$ cat src/rtl/add_sub_serial.sv
// Multi-cycle N-bit adder/subtractor that processes one W-bit slice per clock.
// It reuses a W-bit adder_n and uses valid/ready handshakes on the operand and result sides.

module adder_n #(
   parameter int N = 8
) (
   input  logic [N-1:0] a,
   input  logic [N-1:0] b,
   input  logic         c_in,
   output logic [N-1:0] sum,
   output logic         c_out
);
   assign {c_out, sum} = {1'b0, a} + {1'b0, b} + (N+1)'(c_in);
endmodule

module add_sub_serial #(
   parameter int N = 32,
   parameter int W = 8
) (
   input  logic         clk,
   input  logic         rst,
   input  logic         i_valid,
   output logic         i_ready,
   input  logic [N-1:0] a,
   input  logic [N-1:0] b,
   input  logic         sub,
   output logic         o_valid,
   input  logic         o_ready,
   output logic [N-1:0] result,
   output logic         c_out,
   output logic         overflow,
   output logic         zero
);
   localparam int SLICES = N / W;
   localparam int CW     = (SLICES > 1) ? $clog2(SLICES) : 1;

   generate
      if (N % W != 0) begin : g_bad_width
         $error("add_sub_serial: N (%0d) must be a multiple of W (%0d)", N, W);
      end
   endgenerate

   typedef enum logic [1:0] {IDLE, RUN, DONE} state_t;

   state_t          state, state_next;
   logic [N-1:0]    a_reg, b_reg;
   logic            carry;
   logic [CW-1:0]   cnt;
   logic [W-1:0]    a_slice, b_slice, sum;
   logic            slice_cout;
   logic            last;
   logic [N-1:0]    result_next;

   // NOTE: every variable assigned in always_comb gets a default first so no latch is inferred.
   always_comb begin
      a_slice = '0;
      b_slice = '0;
      for (int k = 0; k < SLICES; k++) begin
         if (cnt == CW'(k)) begin
            a_slice = a_reg[k*W +: W];
            b_slice = b_reg[k*W +: W];
         end
      end
   end

   adder_n #(.N(W)) u_adder (
      .a     (a_slice),
      .b     (b_slice),
      .c_in  (carry),
      .sum   (sum),
      .c_out (slice_cout)
   );

   // Only the active slice of the result changes; older bits keep their values.
   always_comb begin
      result_next = result;
      for (int k = 0; k < SLICES; k++) begin
         if (cnt == CW'(k)) result_next[k*W +: W] = sum;
      end
   end

   assign last = (cnt == CW'(SLICES - 1));

   // NOTE: sequential state uses non-blocking assignments only, so every flop sees pre-edge values.
   always_ff @(posedge clk or negedge rst) begin
      if (!rst) state <= IDLE;
      else      state <= state_next;
   end

   always_comb begin
      state_next = state;
      i_ready    = 1'b0;
      o_valid    = 1'b0;
      unique case (state)
         IDLE: begin
            i_ready = 1'b1;
            if (i_valid) state_next = RUN;
         end
         RUN: begin
            if (last) state_next = DONE;
         end
         DONE: begin
            o_valid = 1'b1;
            if (o_ready) state_next = IDLE;
         end
         default: state_next = IDLE;
      endcase
   end

   always_ff @(posedge clk or negedge rst) begin
      if (!rst) begin
         a_reg    <= '0;
         b_reg    <= '0;
         carry    <= 1'b0;
         cnt      <= '0;
         result   <= '0;
         c_out    <= 1'b0;
         overflow <= 1'b0;
         zero     <= 1'b0;
      end else begin
         unique case (state)
            IDLE: begin
               if (i_valid) begin
                  // Subtraction is a + ~b + 1, so the carry starts at sub.
                  a_reg <= a;
                  b_reg <= sub ? ~b : b;
                  carry <= sub;
                  cnt   <= '0;
               end
            end
            RUN: begin
               result <= result_next;
               carry  <= slice_cout;
               cnt    <= cnt + 1'b1;
               if (last) begin
                  c_out    <= slice_cout;
                  // The carry into the MSB is recovered as a ^ b ^ sum at that bit.
                  overflow <= a_slice[W-1] ^ b_slice[W-1] ^ sum[W-1] ^ slice_cout;
                  zero     <= (result_next == '0);
               end
            end
            default: ;
         endcase
      end
   end
endmodule

$ cat config.mk
export PLATFORM = sky130hd
export DESIGN_NAME = add_sub_serial
export DESIGN_NICKNAME = d
export VERILOG_FILES = /design/src/rtl/add_sub_serial.sv
export SDC_FILE = /design/constraint.sdc
export NUM_CORES = 1
export LEC_CHECK = 0
export BUFFER_PORTS_ARGS = -buffer_cell sky130_fd_sc_hd__buf_2
export CAP_MARGIN = 15
export CORE_UTILIZATION = 55
export DETAILED_ROUTE_END_ITERATION = 8
export PLACE_DENSITY = 0.82
export SYNTH_ARGS = -nofsm -noshare
export SYNTH_HDL_FRONTEND = slang
export SYNTH_SLANG_ARGS = --single-unit
$ cat constraint.sdc
create_clock -name clk -period 10.35 [get_ports clk]
set_clock_uncertainty 0.05 [all_clocks]
set_input_delay 3.105 -clock clk [delete_from_list [all_inputs] [get_ports clk]]
set_output_delay 3.105 -clock clk [all_outputs]
set_load 0.01 [all_outputs]
==> results of run 1 <==
cells in the final DEF, fill, tap and decap left out, types with 2 or more instances in the layout:
| cell type | netlist | routed |
|---|---|---|
| dfrtp_1 | 104 | 104 |
| buf_2 | 12 | 104 |
| nand2_1 | 68 | 68 |
| a21oi_1 | 65 | 65 |
| o21ai_0 | 45 | 45 |
| nor2_1 | 43 | 43 |
| mux2_2 | 40 | 40 |
| xnor2_1 | 36 | 36 |
| nand3b_1 | 14 | 14 |
| ha_1 | 11 | 11 |
| clkbuf_8 | 0 | 9 |
| nand3_1 | 6 | 6 |
| nor4_1 | 6 | 6 |
| inv_1 | 5 | 5 |
| a22oi_1 | 4 | 4 |
| clkinv_4 | 0 | 4 |
| buf_4 | 4 | 4 |
| nand2b_1 | 3 | 3 |
| o211ai_2 | 3 | 3 |
| nor3_1 | 3 | 3 |
| a21o_1 | 3 | 3 |
| xor2_1 | 3 | 3 |
| o2111ai_1 | 2 | 2 |
| o211ai_1 | 2 | 2 |
| fa_1 | 2 | 2 |
worst max-delay path, cell delays in order, from the launching register on:
cell and delay (ps):
dfrtp_1 460, nand2b_1 180, inv_1 50, buf_2 120
final timing paths:
path	start	endpoint	slack, ps	depth (start not counted)
setup / recovery	state[0]	o_valid	6010	3
hold / removal	result[28]	result[28]	440	2
setup reg to reg	cnt[0]	zero	6200	14
hold reg to reg	result[28]	result[28]	440	2
max in group asynchronous	rst	a_reg[27]	6420	2
min in group asynchronous	rst	state[0]	2640	1
final cells by class:
class	count	area [um2]	share of cell area, %
flip-flops and latches	104	2600	44.0
multi-input cells	376	2420	40.9
repair buffers	108	551	9.32
well taps	111	139	2.35
clock buffers	9	124	2.10
clock inverters	6	55.1	0.932
inverters	5	18.8	0.318
logic make-up after synthesis:
| group | Yosys count | synth area share [%] |
|---|---|---|
| adders and majority gates | 13 | 3.40 |
| muxes | 41 | 8.82 |
| DFF | 104 | 49.9 |
| xor gates and xnor gates | 39 | 6.55 |
| and+or+nand+nor | 150 | 12.8 |
| buffers and inverters | 41 | 3.81 |
| AOI/OAI and AO/OA | 133 | 14.7 |
layer usage:
layer,up-vias,GRT usage (%)
met5,-,0
met4,0,8.26
met3,27,5.06
met2,135,41.4
met1,1957,32.3
li1,1960,-
power groups by stage:
stage	Sequential, mW	Clock [mW]	Combinational (mW)
global placement	0.723	0	1.28
CTS	0.728	0.241	1.34
floorplan	0.736	0	0.976
global route	0.753	0.256	1.48
finish	0.727	0.236	1.35
detailed placement	0.737	0	1.34
through the flow:
stage | instance area (um2) | worst slack [ps] | power [mW] | hold WS, ps | cells
global route | 5910 | 5870 | 2.49 | 478 | 719
finish | 5910 | 6010 | 2.32 | 438 | 719
floorplan | 5220 | 6280 | 1.71 | 418 | 521
detailed placement | 5730 | 5690 | 2.07 | 415 | 704
global placement | 5730 | 5740 | 2.00 | 412 | 704
CTS | 5910 | 6000 | 2.31 | 440 | 719
==> impl_metrics.py, run 1 <==
metrics = {
    "die": {
        "start_util_pct": 56.7,
        "pin_count": 106,
        "die_h_um": 99.4,
        "die_w_um": 99.4,
        "die-area_mm2": 0.00988,
        "core_mm2": 0.00920,
        "rows": 35,
    },
    "logic_synthesis": {
        "synth_top_area_share_pct": 49.9,
        "synth_seq_cells": 104,
        "yosys_warnings": 0,
        "synth.most_common_cell": "dfrtp_1",
        "synth_commonest_cells": "dfrtp_1, nand2_1, a21oi_1",
        "synth_largest_area_cell": "dfrtp_1",
        "ys_seq_area_share_pct": 49.9,
        "ys_dominant_reg_cell": "dfrtp_1",
        "syn_area_mm2": 0.00522,
        "synth_edf_count": 0,
        "async_reset_ff_share_pct": 100,
        "netlist_top_cells_area": "dfrtp_1, mux2_2, a21oi_1, xnor2_1, nand2_1",
        "syn_inst": 521,
        "synthDistinctLibCells": 42,
        "synth_nets": 603,
        "synth_area_per_cell_um2": 10.0,
    },
    "drt": {
        "routed.top_layer": "met4",
        "final_antenna_net_count": 0,
        "drt_drc_violations_left": 0,
        "drtIter0Drc": 222,
        "wl_met3_um": 614,
        "wire_per_inst_um": 16.2,
        "first_pass_iters": 6,
        "routed-wl-met2_um": 5780,
        "via_per_inst": 5.67,
        "vias": 4079,
        "wirelength_um": 11600,
        "wl_met1_um": 5040,
    },
    "critical_path": {
        "endpoint_kind": "output port",
        "crit_required_ps": 7200,
        "crit_fanout": 6,
        "crit_path_start_kind": "flop",
        "arrival_ps": 1180,
        "critical_path_class": "reg2out",
    },
    "clock_network": {
        "cts_hold_buf": 0,
        "cts_tree": "yes",
        "cts.sinks": 104,
        "cts_setup_buffers": 0,
        "clk_latency_ps": 370,
        "cts_resized": 0,
        "clock_path_buffers": 2,
        "cts_max_level": 3,
        "clk_pin_slew_worst_paths_ps": 110,
        "cts-buffers-inserted": 9,
        "cts-root-buf": "clkbuf_8",
    },
    "power_and_ir_drop": {
        "p_int_mw": 1.23,
        "seqPwrFrac_pct": 31.4,
        "vdd_drop_max_mv": 0.194,
        "power_switching_mw": 1.09,
        "swShare_pct": 47.0,
        "power_frac_clock_pct": 10.2,
        "leakagePower_nw": 2.66,
        "p_per_area_mw_per_mm2": 392,
        "pwr-share-comb_pct": 58.4,
    },
    "layout": {
        "area_growth_pct": 13.2,
        "drive_gt1_share_pct": 28.0,
        "fill_cells": 755,
        "nets": 686,
        "antenna_cells": 0,
        "final_core_util_pct": 64.3,
    },
    "timing": {
        "finalSetupViolations": 0,
        "finalSetupTns_ps": 0,
        "period_minus_slack_ps": 4340,
        "rsz0062_at_grt": "false",
        "max_freq_mhz": 230,
        "finalHoldViolations": 0,
        "slew_headroom_pct": 28.1,
        "worst_pin_slew_ps": 1080,
        "fin_crit_sh_pct": 41.9,
        "drv_slew": 0,
    },
    "outcome": {
        "outcome": "finished, final reports clean",
    },
    "grt": {
        "grt_pass1_vias": 3932,
        "track_usage_pct": 24.7,
        "antenna_found_initial": 0,
        "grt_max_degree": 99,
        "grt_pass1_wl_um": 19100,
        "grt_overflow_total": 0,
    },
    "placed_design": {
        "portBuffers": 105,
        "gp_congestion": 0.858,
        "post-dp-hpwl_um": 8340,
    },
    "worst_hold_path": {
        "hp-class": "reg2reg",
    },
    "job": {
        "cap_violations": 0,
    },
}
Note: power is estimated with default switching activity, not from simulation.
==> run 2, diff against run 1 <==
Settings changed: ABC_AREA set to 1, PLACE_DENSITY 0.82 to 0.81.
Clock period 10.35 ns to 4.4 ns, I/O delays scaled along.
==> run 2 against run 1 <==
Effect of this change:
- setup slack lost 5400 ps
- total power grew to 2.5 times the previous value
- clock-buffer cell count grew 1
- worst hold slack gained 1.9 ps
- routed wire length grew 14%
- critical path type is now reg2reg
- critical endpoint is now zero
==> impl_metrics.py, run 2 <==
metrics = {
    "drt": {
        "via_per_inst": 5.32,
        "drt_drc_violations_left": 0,
        "drtIter0Drc": 325,
        "wirelength_um": 13300,
        "vias": 5018,
        "first_pass_iters": 5,
        "final_antenna_net_count": 0,
        "wire_per_inst_um": 14.1,
    },
    "logic_synthesis": {
        "ys_seq_area_share_pct": 47.3,
        "synth_largest_area_cell": "dfrtp_1",
        "yosys_warnings": 0,
        "syn_inst": 717,
        "async_reset_ff_share_pct": 100,
        "synth_commonest_cells": "nand2_1, dfrtp_1, o21ai_0",
        "synth_top_area_share_pct": 47.3,
        "netlist_top_cells_area": "dfrtp_1, nand2_1, o21ai_0, xnor2_1, nor2_1",
        "ys_dominant_reg_cell": "dfrtp_1",
        "synth.most_common_cell": "nand2_1",
        "synth_seq_cells": 104,
        "synth_area_per_cell_um2": 7.68,
        "syn_area_mm2": 0.00550,
        "synth_edf_count": 0,
        "synth_nets": 799,
        "synthDistinctLibCells": 30,
    },
    "layout": {
        "final_common_cell": "nand2_1",
        "final_area_mm2": 0.00635,
        "mostFrequentLayoutCells": "nand2_1, dfrtp_1, buf_2",
        "drive_gt1_share_pct": 18.0,
        "area_growth_pct": 15.4,
        "nets": 887,
        "antenna_cells": 0,
    },
    "critical_path": {
        "reg2reg_to": "zero",
        "crit_start": "cnt[0]",
        "endpoint_kind": "flop",
        "crit_required_ps": 4670,
        "crit_fanout": 11,
        "ff2ff_setup_slack_ps": 570,
        "r2r_cells": 21,
        "rr_startpoint": "cnt[0]",
        "crit_path_start_kind": "flop",
        "critical_path_class": "reg2reg",
        "arrival_ps": 4100,
    },
    "timing": {
        "max_freq_mhz": 261,
        "slew_headroom_pct": 42.9,
        "rsz0062_at_grt": "false",
        "drv_slew": 0,
        "period_minus_slack_ps": 3830,
        "finalHoldViolations": 0,
        "finalSetupViolations": 0,
        "worst_pin_slew_ps": 856,
        "finalSetupTns_ps": 0,
        "fin_crit_sh_pct": 87.0,
    },
    "outcome": {
        "outcome": "finished, final reports clean",
    },
    "grt": {
        "grt_max_degree": 105,
        "track_usage_pct": 27.2,
        "grt_pass1_vias": 4533,
        "grt_util_met2_pct": 43.5,
        "grt_pass1_wl_um": 21800,
        "antenna_found_initial": 0,
        "use_met3_pct": 3.97,
        "grt_overflow_total": 0,
        "grt-busiest-layer": "met2",
        "grtUsageMet1_pct": 37.8,
    },
    "placed_design": {
        "portBuffers": 105,
        "placed_area_mm2": 0.00613,
        "gp_congestion": 0.887,
        "post-dp-hpwl_um": 9640,
    },
    "clock_network": {
        "cts_setup_buffers": 0,
        "clk_pin_slew_worst_paths_ps": 100,
        "cts.sinks": 104,
        "cts_max_level": 3,
        "cts_hold_buf": 0,
        "cts_tree": "yes",
        "cts-root-buf": "clkbuf_8",
        "cts_resized": 0,
        "cts-buffers-inserted": 9,
        "clock_path_buffers": 2,
        "clk_latency_ps": 380,
    },
    "die": {
        "core_mm2": 0.00973,
        "die_h_um": 102,
        "start_util_pct": 56.6,
        "die-area_mm2": 0.0104,
        "die_w_um": 102,
        "pin_count": 106,
        "rows": 36,
    },
    "power_and_ir_drop": {
        "p_per_area_mw_per_mm2": 915,
        "vdd_drop_max_mv": 0.363,
        "leakagePower_nw": 3.28,
    },
    "worst_hold_path": {
        "hp-class": "reg2reg",
        "hold_path_depth": 2,
        "hold_end": "a_reg[17]",
        "min_from": "a_reg[17]",
    },
    "job": {
        "cap_violations": 0,
    },
}
run 2: cell count changes in the layout (fill, tap and decap cells not counted), sizes merged, moves of 6 or more:
cell and delta:
a21oi -31, nand3b -14, inv +27, a31oi +6, nand3 +24, nand2 +213
nor4 -6, buf +7, mux2 -40, o21ai +33
run 2: cells by family after synthesis:
family	after synthesis	share of synthesized area [%]
fa+ha+maj	13	3.23
compound gates	132	12.9
xor+xnor	33	5.25
flops	104	47.3
buf+inv	71	5.21
simple gates	364	26.1
run 2: per-stage QoR:
step | utilization, % | setup WS (ps) | power, mW | cells | hold WS, ps
2_1_floorplan | - | 1100 | 4.13 | 717 | 394
3_3_place_gp | 63.0 | 723 | 4.97 | 927 | 413
3_5_place_dp | 63.0 | 613 | 5.08 | 927 | 418
4_1_cts | 65.3 | 577 | 5.78 | 943 | 439
5_1_grt | 65.3 | 151 | 6.38 | 943 | 450
6_report | 65.3 | 571 | 5.81 | 943 | 440
run 2: worst max-delay path by stage:
stage	to	slack, ps	depth (start not counted)
finish	zero	570	21
global route	zero	150	21
CTS	zero	580	19
detailed placement	zero	610	19
global placement	zero	720	19
floorplan	overflow	1100	18
run 2: routing by layer:
layer  wire length, um  vias to the layer above
met5                 0                        -
met4               241                        0
met3               787                       20
met2              6260                      195
met1              5970                     2327
li1                  -                     2476
run 2: final cells by class:
cell class	count	area, um2
Inverter	33	124
Clock buffer	10	138
Clock inverter	6	90.1
Tap cell	133	166
Fill cell	864	3380
Timing Repair Buffer	115	616
Sequential cell	104	2600
Multi-Input combinational cell	542	2620
run 2: where the power goes:
group | internal, mW | leakage (nW) | switching, mW
Sequential | 1.41 | 1.29 | 0.316
Combinational | 1.17 | 1.88 | 2.23
Clock | 0.339 | 0.113 | 0.345
run 2: critical path: stages, from the launching register on:
cell,delay (ps)
dfrtp_1,440
inv_1,110
ha_1,370
inv_1,210
nor2_2,380
buf_4,240
a22oi_1,70
nand2_1,80
o21ai_0,80
a21oi_1,280
fa_1,520
nand2_1,90
o21ai_0,110
nor2_1,110
nand3_1,70
nor2_1,100
nand2_1,80
nor2_1,90
nand3_1,70
nor2_1,90
nand3_1,80
nand2_1,50
==> run 3, diff against run 2 <==
Settings changed: BUFFER_PORTS_ARGS -buffer_cell sky130_fd_sc_hd__buf_2 to unset, DONT_BUFFER_PORTS set to 1, PLACE_DENSITY 0.81 to 0.72.
==> run 3 against run 2 <==
Effect of this change:
- non-clock buffer count is 107 lower
- setup slack worse by 150 ps
- clock-buffer cell count is 1 higher
- combinational power is 7.4% lower
- clock power is 10% lower
- die area stayed put
- largest cell class unchanged
==> impl_metrics.py, run 3 (same netlist as run 2, synthesis figures left out) <==
metrics = {
    "outcome": {
        "outcome": "finished, final reports clean",
    },
    "placed_design": {
        "dp_slack_ps": 531,
        "placed_area_mm2": 0.00557,
        "gp_congestion": 0.859,
        "portBuffers": 0,
        "post-dp-hpwl_um": 9670,
    },
    "timing": {
        "finalSetupTns_ps": 0,
        "worst_pin_slew_ps": 877,
        "period_minus_slack_ps": 3980,
        "finalHoldViolations": 0,
        "drv_slew": 0,
        "slew_headroom_pct": 41.2,
        "finalWorstSetupSlack_ps": 417,
        "rsz0062_at_grt": "false",
        "finalSetupViolations": 0,
        "whs_ps": 441,
        "max_freq_mhz": 251,
        "fin_crit_sh_pct": 90.5,
    },
    "drt": {
        "final_antenna_net_count": 0,
        "drt_drc_violations_left": 0,
        "vias": 4571,
        "wire_per_inst_um": 16.0,
        "via_per_inst": 5.47,
        "wirelength_um": 13400,
        "first_pass_iters": 5,
        "drtIter0Drc": 255,
    },
    "clock_network": {
        "cts_resized": 0,
        "cts-buffers-inserted": 9,
        "clk_pin_slew_worst_paths_ps": 100,
        "cts_hold_buf": 0,
        "clock_path_buffers": 2,
        "cts_setup_buffers": 0,
        "cts-root-buf": "clkbuf_8",
        "cts.sinks": 104,
        "cts_tree": "yes",
        "cts_max_level": 3,
        "clk_latency_ps": 380,
    },
    "power_and_ir_drop": {
        "vdd_drop_max_mv": 0.333,
        "leakagePower_nw": 2.82,
        "p_per_area_mw_per_mm2": 969,
    },
    "grt": {
        "use_met3_pct": 4.24,
        "track_usage_pct": 27.4,
        "grtUsageMet1_pct": 36.5,
        "grt_pass1_wl_um": 21700,
        "grt_overflow_total": 0,
        "grt-busiest-layer": "met2",
        "antenna_found_initial": 0,
        "grt_pass1_vias": 4385,
        "grt_util_met2_pct": 44.8,
        "grt_max_degree": 105,
    },
    "critical_path": {
        "reg2reg_to": "zero",
        "rr_startpoint": "cnt[0]",
        "crit_path_cell_trace": "inv_1 > ha_1 > inv_1 > nor2_2 > nand2_1 > a21oi_1 > a21oi_1 > a21oi_1 > fa_1 > fa_1 > nand2_1 > o21ai_0 > nor2_1 > nand3_1 > nor2_1 > nand2_1 > nor2_1 > nand3_1 > nor2_1 > nand3_1 > nand2_1",
        "crit_family": "simple AND/OR/NAND/NOR gates",
        "crit_fanout": 11,
        "arrival_ps": 4250,
        "slowest_delay_ps": 500,
        "crit_path_start_kind": "flop",
        "slowest_stage": "fa_1",
        "crit_required_ps": 4670,
        "r2r_cells": 21,
        "endpoint_kind": "flop",
        "critical_path_class": "reg2reg",
        "critPathBufInv": 2,
        "ff2ff_setup_slack_ps": 420,
    },
    "worst_hold_path": {
        "hold_path_depth": 2,
        "hp-class": "reg2reg",
        "min_from": "a_reg[6]",
        "hold_end": "a_reg[6]",
    },
    "layout": {
        "area_growth_pct": 4.80,
        "fill_cells": 907,
        "drive_gt1_share_pct": 5.41,
        "final_core_util_pct": 59.3,
        "mostFrequentLayoutCells": "nand2_1, dfrtp_1, o21ai_0",
        "regArea_mm2": 0.00260,
        "final_area_mm2": 0.00577,
        "nets": 780,
        "multiInputGateArea_mm2": 0.00262,
        "final_common_cell": "nand2_1",
        "antenna_cells": 0,
    },
    "die": {
        "rows": 36,
        "start_util_pct": 56.6,
        "core_mm2": 0.00973,
        "die_w_um": 102,
        "pin_count": 106,
        "die-area_mm2": 0.0104,
        "die_h_um": 102,
    },
    "job": {
        "cap_violations": 0,
    },
}
==> run 3: changes by cell type in the layout (fill, tap and decap cells not counted), sizes merged <==
| cell | delta |
|---|---|
| clkinv | +2 |
| clkbuf | +1 |
| bufinv | -1 |
| buf | -107 |
| inv | -2 |
==> run 3: area by class of cell <==
cell class                      instances  area share (%)
Clock buffer                           11            2.45
Timing Repair Buffer                    8            1.04
Inverter                               33            2.15
Clock inverter                          5           0.976
Multi-Input combinational cell        542            45.4
Tap cell                              133            2.89
Sequential cell                       104            45.1
==> run 3: layer usage <==
| layer | vias up | wire [um] |
|---|---|---|
| met5 | - | 0 |
| met1 | 2134 | 5890 |
| met2 | 156 | 6430 |
| met3 | 20 | 825 |
| li1 | 2261 | - |
| met4 | 0 | 267 |
==> run 3: how the worst max path moves through the flow <==
stage	from	endpoint	slack [ps]	depth (start not counted)
3_3_place_gp	cnt[0]	zero	670	21
3_5_place_dp	cnt[0]	overflow	530	17
4_1_cts	cnt[0]	zero	490	21
2_1_floorplan	cnt[1]	overflow	1100	18
5_1_grt	cnt[0]	zero	150	21
6_report	cnt[0]	zero	420	21
==> run 3: power by group <==
part | switching [mW] | internal [mW]
Sequential | 0.415 | 1.41
Clock | 0.336 | 0.278
Combinational | 2.10 | 1.05
Total | 2.85 | 2.74
==> run 3: worst min-delay path, delay by kind of cell (launching register included) <==
family | cells | cell delay (ps)
and+or+nand+nor | 2 | 110
DFF | 1 | 350
==> run 3: per-stage QoR <==
step | std cells | power (mW)
4_1_cts | 836 | 5.57
3_5_place_dp | 820 | 4.94
3_3_place_gp | 820 | 4.87
2_1_floorplan | 717 | 4.13
5_1_grt | 836 | 6.15
6_report | 836 | 5.59
